[src/rtl/square_channel_ctrl.sv]
// Register/control front end for a GBA pulse channel: NRx1..NRx4 storage,
// trigger, length counter, volume envelope and channel-enable state.
module square_channel_ctrl #(
  parameter int unsigned LEN_MAX = 64
) (
  input  logic       system_clock,
  input  logic       reset,
  input  logic       wr_en,
  input  logic [1:0] wr_addr,
  input  logic [7:0] wr_data,
  input  logic       len_tick,
  input  logic       env_tick,
  output logic [7:0] NRx1,
  output logic [7:0] NRx3,
  output logic [7:0] NRx4,
  output logic [7:0] rd_data,
  output logic [3:0] volume,
  output logic       channel_on,
  output logic       trigger_pulse
);

  localparam int unsigned LW = $clog2(LEN_MAX) + 1;

  logic [7:0]    nrx1_q, nrx1_d;
  logic [7:0]    nrx2_q, nrx2_d;
  logic [7:0]    nrx3_q, nrx3_d;
  logic [6:0]    nrx4_q, nrx4_d;
  logic [LW-1:0] len_cnt_q, len_cnt_d;
  logic [2:0]    env_timer_q, env_timer_d;
  logic [3:0]    volume_q, volume_d;
  logic          channel_on_q, channel_on_d;
  logic          trigger_pulse_q, trigger_pulse_d;

  logic wr_nrx1, wr_nrx2, wr_nrx3, wr_nrx4, trig, dac_en;
  logic [2:0] env_period;

  // Next-state logic; trigger has priority over both frame-sequencer ticks.
  always_comb begin
    nrx1_d          = nrx1_q;
    nrx2_d          = nrx2_q;
    nrx3_d          = nrx3_q;
    nrx4_d          = nrx4_q;
    len_cnt_d       = len_cnt_q;
    env_timer_d     = env_timer_q;
    volume_d        = volume_q;
    channel_on_d    = channel_on_q;
    trigger_pulse_d = 1'b0;

    wr_nrx1    = wr_en && (wr_addr == 2'd0);
    wr_nrx2    = wr_en && (wr_addr == 2'd1);
    wr_nrx3    = wr_en && (wr_addr == 2'd2);
    wr_nrx4    = wr_en && (wr_addr == 2'd3);
    trig       = wr_nrx4 && wr_data[7];
    dac_en     = (nrx2_q[7:3] != 5'd0);
    env_period = nrx2_q[2:0];

    if (wr_nrx1) nrx1_d = wr_data;
    if (wr_nrx2) begin
      nrx2_d = wr_data;
      if (wr_data[7:3] == 5'd0) channel_on_d = 1'b0;
    end
    if (wr_nrx3) nrx3_d = wr_data;
    if (wr_nrx4) nrx4_d = wr_data[6:0];

    // Length counter; the tick sees the enable bit as it was before this write.
    if (trig) begin
      channel_on_d    = dac_en;
      trigger_pulse_d = 1'b1;
      if (len_cnt_q == LW'(0)) len_cnt_d = LW'(LEN_MAX);
    end else if (wr_nrx1) begin
      len_cnt_d = LW'(LEN_MAX) - LW'(wr_data[5:0]);
    end else if (len_tick && nrx4_q[6] && (len_cnt_q != LW'(0))) begin
      len_cnt_d = len_cnt_q - LW'(1);
      if (len_cnt_q == LW'(1)) channel_on_d = 1'b0;
    end

    // Volume envelope, independent of channel_on.
    if (trig) begin
      volume_d    = nrx2_q[7:4];
      env_timer_d = nrx2_q[2:0];
    end else if (env_tick && (env_period != 3'd0)) begin
      if (env_timer_q <= 3'd1) begin
        env_timer_d = env_period;
        if (nrx2_q[3] && (volume_q != 4'hF)) volume_d = volume_q + 4'd1;
        else if (!nrx2_q[3] && (volume_q != 4'h0)) volume_d = volume_q - 4'd1;
      end else begin
        env_timer_d = env_timer_q - 3'd1;
      end
    end
  end

  always_ff @(posedge system_clock or posedge reset) begin
    if (reset) begin
      nrx1_q          <= 8'd0;
      nrx2_q          <= 8'd0;
      nrx3_q          <= 8'd0;
      nrx4_q          <= 7'd0;
      len_cnt_q       <= LW'(0);
      env_timer_q     <= 3'd0;
      volume_q        <= 4'd0;
      channel_on_q    <= 1'b0;
      trigger_pulse_q <= 1'b0;
    end else begin
      nrx1_q          <= nrx1_d;
      nrx2_q          <= nrx2_d;
      nrx3_q          <= nrx3_d;
      nrx4_q          <= nrx4_d;
      len_cnt_q       <= len_cnt_d;
      env_timer_q     <= env_timer_d;
      volume_q        <= volume_d;
      channel_on_q    <= channel_on_d;
      trigger_pulse_q <= trigger_pulse_d;
    end
  end

  assign NRx1          = nrx1_q;
  assign NRx3          = nrx3_q;
  assign NRx4          = {1'b0, nrx4_q};
  assign volume        = volume_q;
  assign channel_on    = channel_on_q;
  assign trigger_pulse = trigger_pulse_q;

  always_comb begin
    case (wr_addr)
      2'd0:    rd_data = nrx1_q;
      2'd1:    rd_data = nrx2_q;
      2'd2:    rd_data = nrx3_q;
      default: rd_data = {1'b0, nrx4_q};
    endcase
  end

endmodule

[config.mk]
export PLATFORM = sky130hd
export DESIGN_NAME = square_channel_ctrl
export DESIGN_NICKNAME = d
export VERILOG_FILES = /design/src/rtl/square_channel_ctrl.sv
export SDC_FILE = /design/constraint.sdc
export NUM_CORES = 1
export LEC_CHECK = 0
export ABC_AREA = 1
export ABC_CLOCK_PERIOD_IN_PS = 2150
export CAP_MARGIN = 20
export CORE_UTILIZATION = 40
export DETAILED_ROUTE_END_ITERATION = 7
export SYNTH_ARGS = -nofsm -noshare
export SYNTH_HDL_FRONTEND = slang
export SYNTH_SLANG_ARGS = --single-unit
export TNS_END_PERCENT = 100
[constraint.sdc]
create_clock -name system_clock -period 2.15 [get_ports system_clock]
set_clock_uncertainty 0.15 [all_clocks]
set_input_delay 0.43 -clock system_clock [delete_from_list [all_inputs] [get_ports system_clock]]
set_output_delay 0.43 -clock system_clock [all_outputs]
set_load 0.005 [all_outputs]
== Word-level counts from Yosys, hierarchy flattened ==
Cells that the tools add are included.

* Register bits: 47
* Bits of input ports: 15
* Output and inout port bits: 38
* Logic and storage cells: 65

* Add/sub/neg operators: 5
* Order comparisons: 1
* Equal/unequal tests: 6
* Mux-type cells: 20
* Reductions and logical operators: 24

{| class="wikitable"
|+ Operators by type and width
! operator !! number
|-
| $mux W7 || 4
|-
| $pmux W8 S3 || 1
|-
| $mux W4 || 5
|-
| $logic_and A1 B1 Y1 || 10
|-
| $mux W3 || 3
|-
| $reduce_bool A3 Y1 || 3
|-
| $eq A7 B1 Y1 const B || 1
|-
| $logic_not A7 Y1 || 1
|-
| $mux W1 || 7
|-
| $reduce_bool A7 Y1 || 1
|-
| $sub A7 B1 Y7 const B || 1
|-
| $sub A7 B6 Y7 const A || 1
|-
| $logic_not A5 Y1 || 1
|-
| $reduce_bool A5 Y1 || 1
|-
| $add A4 B1 Y4 const B || 1
|-
| $eq A2 B2 Y1 const B || 2
|-
| $ne A4 B4 Y1 const B || 1
|-
| $reduce_bool A2 Y1 || 2
|-
| $reduce_bool A4 Y1 || 1
|-
| $sub A4 B1 Y4 const B || 1
|-
| $le A3 B1 Y1 const B || 1
|-
| $reduce_and A3 Y1 || 1
|-
| $sub A3 B1 Y3 const B || 1
|-
| $eq A2 B1 Y1 const B || 1
|-
| 4 further kinds || 4
|}

== Depth between registers and ports, before layout ==
* Depth after elaboration: 7
* Gate-level depth with buffers: 14
* Gate-level depth less buffers: 14

== Least setup slack after synthesis ==
OpenSTA, ideal clock, no wires.

* Kind: reg2reg
* Start point: register volume_q[1], in the netlist volume[1]
* End point: register volume_q[3], in the netlist volume[3]
* Library setup time: 116 ps
* Arrival time: 1481 ps
* Required time: 1884 ps
* Slack: 403 ps
* Cell stages (with the launch flop): 15
* Buffers on the path: 0
* Clock period less this slack: 1747 ps
* Path through: dfrtp_1 > nand2_1 > inv_1 > nand2_1 > nand2_1 > ha_1 > nand2_1 > inv_1 > nand2_1 > nand3_1 > inv_1 > nand2_1 > nand3_1 > nand2_1 > nand2_1

* Longest elaborated chain between the ends: 6
* Elaborated cells between the ends (all ways): 13
* Those cells by class: add/sub: 2; eq/ne: 1; mux: 5; reduce/logical: 5

{| class="wikitable"
|+ Ends and longest elaborated chain
! item !! RTL line !! source
|-
| start: declaration || 30 || <nowiki>logic [3:0] volume_q, volume_d;</nowiki>
|-
| start signal: assignment || 110 || <nowiki>volume_q <= volume_d;</nowiki>
|-
| $sub A4 B1 Y4 / $ne A4 B4 Y1 (equally long branches) || 85, 84 ||
|-
| $mux W4 / $logic_and A1 B1 Y1 (equally long branches) || 85, 84 ||
|-
| $mux W4 || 84 || <nowiki>if (nrx2_q[3] && (volume_q != 4'hF)) volume_d = volume_q + 4'd1;</nowiki>
|-
| $mux W4 || 82 || <nowiki>if (env_timer_q <= 3'd1) begin</nowiki>
|-
| $mux W4 || 81 || <nowiki>end else if (env_tick && (env_period != 3'd0)) begin</nowiki>
|-
| $mux W4 || 78 || <nowiki>if (trig) begin</nowiki>
|}

Parallel ways exist; a longest one is shown, timed or not. The select of a mux whose other input is x is not followed.
A chain may end at the register's enable or synchronous reset.

== Worst setup path in the final report ==
* Start point: input port wr_addr[0]
* End point: output port rd_data[3]

* Longest elaborated chain between the ends: 2
* Elaborated cells between the ends (all ways): 4
* Those cells by class: eq/ne: 2; mux: 1; reduce/logical: 1

{| class="wikitable"
|+ Ends and longest elaborated chain
! item !! RTL line !! source
|-
| start: declaration || 9 || <nowiki>input logic [1:0] wr_addr,</nowiki>
|-
| $eq A2 B2 Y1, or another cell as far along || 124 || <nowiki>case (wr_addr)</nowiki>
|-
| $pmux W8 S3 * || 124 ||
|-
| end: declaration || 16 || <nowiki>output logic [7:0] rd_data,</nowiki>
|}

Every way passes the cells marked *; elsewhere a longest branch is shown, timed or not.

==> flow_metrics.py <==
metrics = {
    "logic_synthesis": {
        "synth_nets": 373,
        "synth_area_per_cell_sq_um": 7.53,
        "yosys.area.top_type": "dfrtp_1",
        "netlist.area_leader.share_pct": 44.8,
        "synth.area.top_cells": "dfrtp_1, nand2_1, o21ai_0",
        "synthCells": 349,
        "syn_area_sq_um": 2630,
        "ys_ff_latch": 47,
        "ys_seq_area_share_pct": 44.8,
        "yosysWarnings": 0,
        "synth.distinct_cells": 30,
    },
    "final_layout": {
        "fin_nets": 454,
        "drive_gt1_share_pct": 13.9,
        "syn_to_final_growth_pct": 36.6,
        "fin_cells": 508,
        "layout_common_cells": "nand2_1, dfrtp_1, o21ai_0, inv_1, clkdlybuf4s50_1",
        "layout_commonest_cell": "nand2_1",
        "fillers": 593,
        "insertedDiodeCount": 0,
        "fin_util_pct": 56.5,
    },
    "timing": {
        "grt_setup_unrepaired": "no",
        "period_share_pct": 96.4,
        "hold_ws_ns": 0.273,
        "setup_violations": 0,
        "finalHoldViolCount": 0,
        "drv_slew": 0,
        "fin_ws_ns": 0.0781,
        "max_freq_ghz": 0.483,
        "min_period_ns": 2.07,
    },
    "global_routing": {
        "overflow": 0,
        "grt.met3_usage_pct": 3.58,
        "grt_pass1_vias": 2450,
        "grt_use_met1_pct": 33.2,
        "grt_pass1_wl_um": 12300,
        "antenna_found_initial": 0,
        "use_met2_pct": 33.1,
        "grt_usage_pct": 22.5,
        "grt_max_degree": 20,
        "grt.busiest_layer": "met1",
    },
    "critical_path": {
        "ff2ff_setup_slack_ns": 0.27,
        "worstSetupStartpointType": "input pin",
        "worstPathArrival_ns": 1.49,
        "cp-end-kind": "output pin",
        "r2r-start": "volume[1]",
        "reg2reg_depth": 13,
        "crit_type": "input pin to output pin",
        "cp.required_ns": 1.57,
        "rr_endpoint": "volume[3]",
        "crit_path_max_fanout": 4,
    },
    "floorplan": {
        "die_h_um": 83.0,
        "initial_core_util_pct": 41.4,
        "die_area_sq_um": 6890,
        "fp-row-count": 29,
        "coreArea_sq_um": 6350,
        "fp.dieW_um": 83.0,
        "io_pins": 53,
    },
    "place": {
        "placement.io_buffers": 51,
        "hpwl_um": 5630,
        "pre_cts_slack_ns": -0.586,
        "place_congestion": 0.871,
        "place_inst": 499,
    },
    "power_and_ir_drop": {
        "total_power_w": 0.00353,
        "p_per_area_nw_per_um2": 985,
        "leakagePower_nw": 1.79,
        "ir_worst_vdd_mv": 0.468,
    },
    "detailed_routing": {
        "drc": 0,
        "vias": 2523,
        "drtIter0Drc": 143,
        "vias_per_cell": 4.97,
        "wl_um": 7260,
        "wl_per_cell_um": 14.3,
        "firstDrtPassIters": 4,
        "ant_nets": 0,
    },
    "cts": {
        "cts_max_level": 2,
        "holdBufCountCts": 0,
        "tritoncts": "built",
        "clk_path_buf_depth": 2,
        "cts_buffers": 5,
        "clk_latency_ns": 0.30,
        "cts.sinks": 47,
        "path_clk_slew_ns": 0.09,
        "cts-root-buf": "clkbuf_8",
    },
    "hold_path": {
        "hp-class": "input pin to asynchronous set/reset pin",
    },
    "status": {
        "status": "complete, no violations",
    },
    "run": {
        "maxCapViolCount": 0,
    },
}
==> repair_timing <==
action | in CTS | in global routing
endpoints found under the hold margin | 0 | 0
setup endpoints to repair | 8 | 6
buffers inserted | 1 | 0
resized for setup | 23 | 2
==> report_power, final <==
group / internal [W] / total (W) / switching (W) / leakage (nW)
Clock: 0.000465 / 0.000778 / 0.000312 / 0.0654
Sequential: 0.00111 / 0.00134 / 0.000228 / 0.582
Combinational: 0.000682 / 0.00142 / 0.000738 / 1.14
Total: 0.00226 / 0.00353 / 0.00128 / 1.79
==> synth_stat cells, drive strengths merged <==
| library cell | number |
|---|---|
| xor2 | 2 |
| o21a | 1 |
| nor3 | 2 |
| conb | 1 |
| clkbuf | 2 |
| a221oi | 1 |
| dfrtp | 47 |
| fa | 1 |
| o21ai | 55 |
| clkinv | 2 |
| nor2 | 24 |
| o22ai | 1 |
| or2 | 1 |
| nand3 | 21 |
| inv | 45 |
| o2111ai | 6 |
| xnor2 | 1 |
| ha | 8 |
| buf | 5 |
| a21oi | 3 |
| nand4 | 4 |
| nand2 | 116 |
==> layer usage <==
metal | share of wire [%] | up-vias
li1 | - | 1282
met1 | 50 | 1144
met2 | 43 | 85
met3 | 5.3 | 12
met4 | 2.4 | 0
met5 | 0 | -
==> how the worst max path moves through the flow <==
stage	from	end	slack [ns]
after floorplan	volume[1]	volume[3]	0.40
after global placement	wr_addr[1]	rd_data[4]	-0.54
after detailed placement	wr_addr[1]	rd_data[4]	-0.59
after CTS	wr_addr[1]	rd_data[1]	0.05
after global routing	wr_addr[0]	rd_data[3]	0.003
final	wr_addr[0]	rd_data[3]	0.08
==> area by class of cell <==
class / count / area [sq um] / area share [%]
clock inverters: 2 / 60.1 / 1.67
clock buffers: 6 / 72.6 / 2.02
well taps: 77 / 96.3 / 2.68
inverters: 47 / 179 / 4.99
flip-flops and latches: 47 / 1180 / 32.8
repair buffers: 81 / 753 / 21.0
multi-input cells: 248 / 1250 / 34.9
==> worst max-delay path, stage by stage <==
cell	delay, ns
dlygate4sd2_1	0.25
buf_6	0.13
nor2_4	0.13
buf_4	0.14
nand2_1	0.05
o2111ai_1	0.10
dlygate4sd2_1	0.27
==> through the flow <==
step           area, sq um  TNS [ns]
2_1_floorplan         2630         0
3_3_place_gp          3430     -4.78
5_1_grt               3590         0
6_report              3590         0
4_1_cts               3590         0
3_5_place_dp          3430     -5.69
==> flip-flops by register name, indices dropped and copies added, names as in the netlist <==
name           flops
NRx1               8
NRx3               8
nrx2_q             8
len_cnt_q          7
nrx4_q             7
volume             4
env_timer_q        3
channel_on         1
trigger_pulse      1
==> cells by family after synthesis <==
family / synth area share [%]
flops: 44.8
other cells: 0.143
buf+inv: 8.38
compound gates: 13.9
xor+xnor: 1.00
simple gates: 27.2
fa+ha+maj: 4.57
Power figures use the tool's default switching activity.
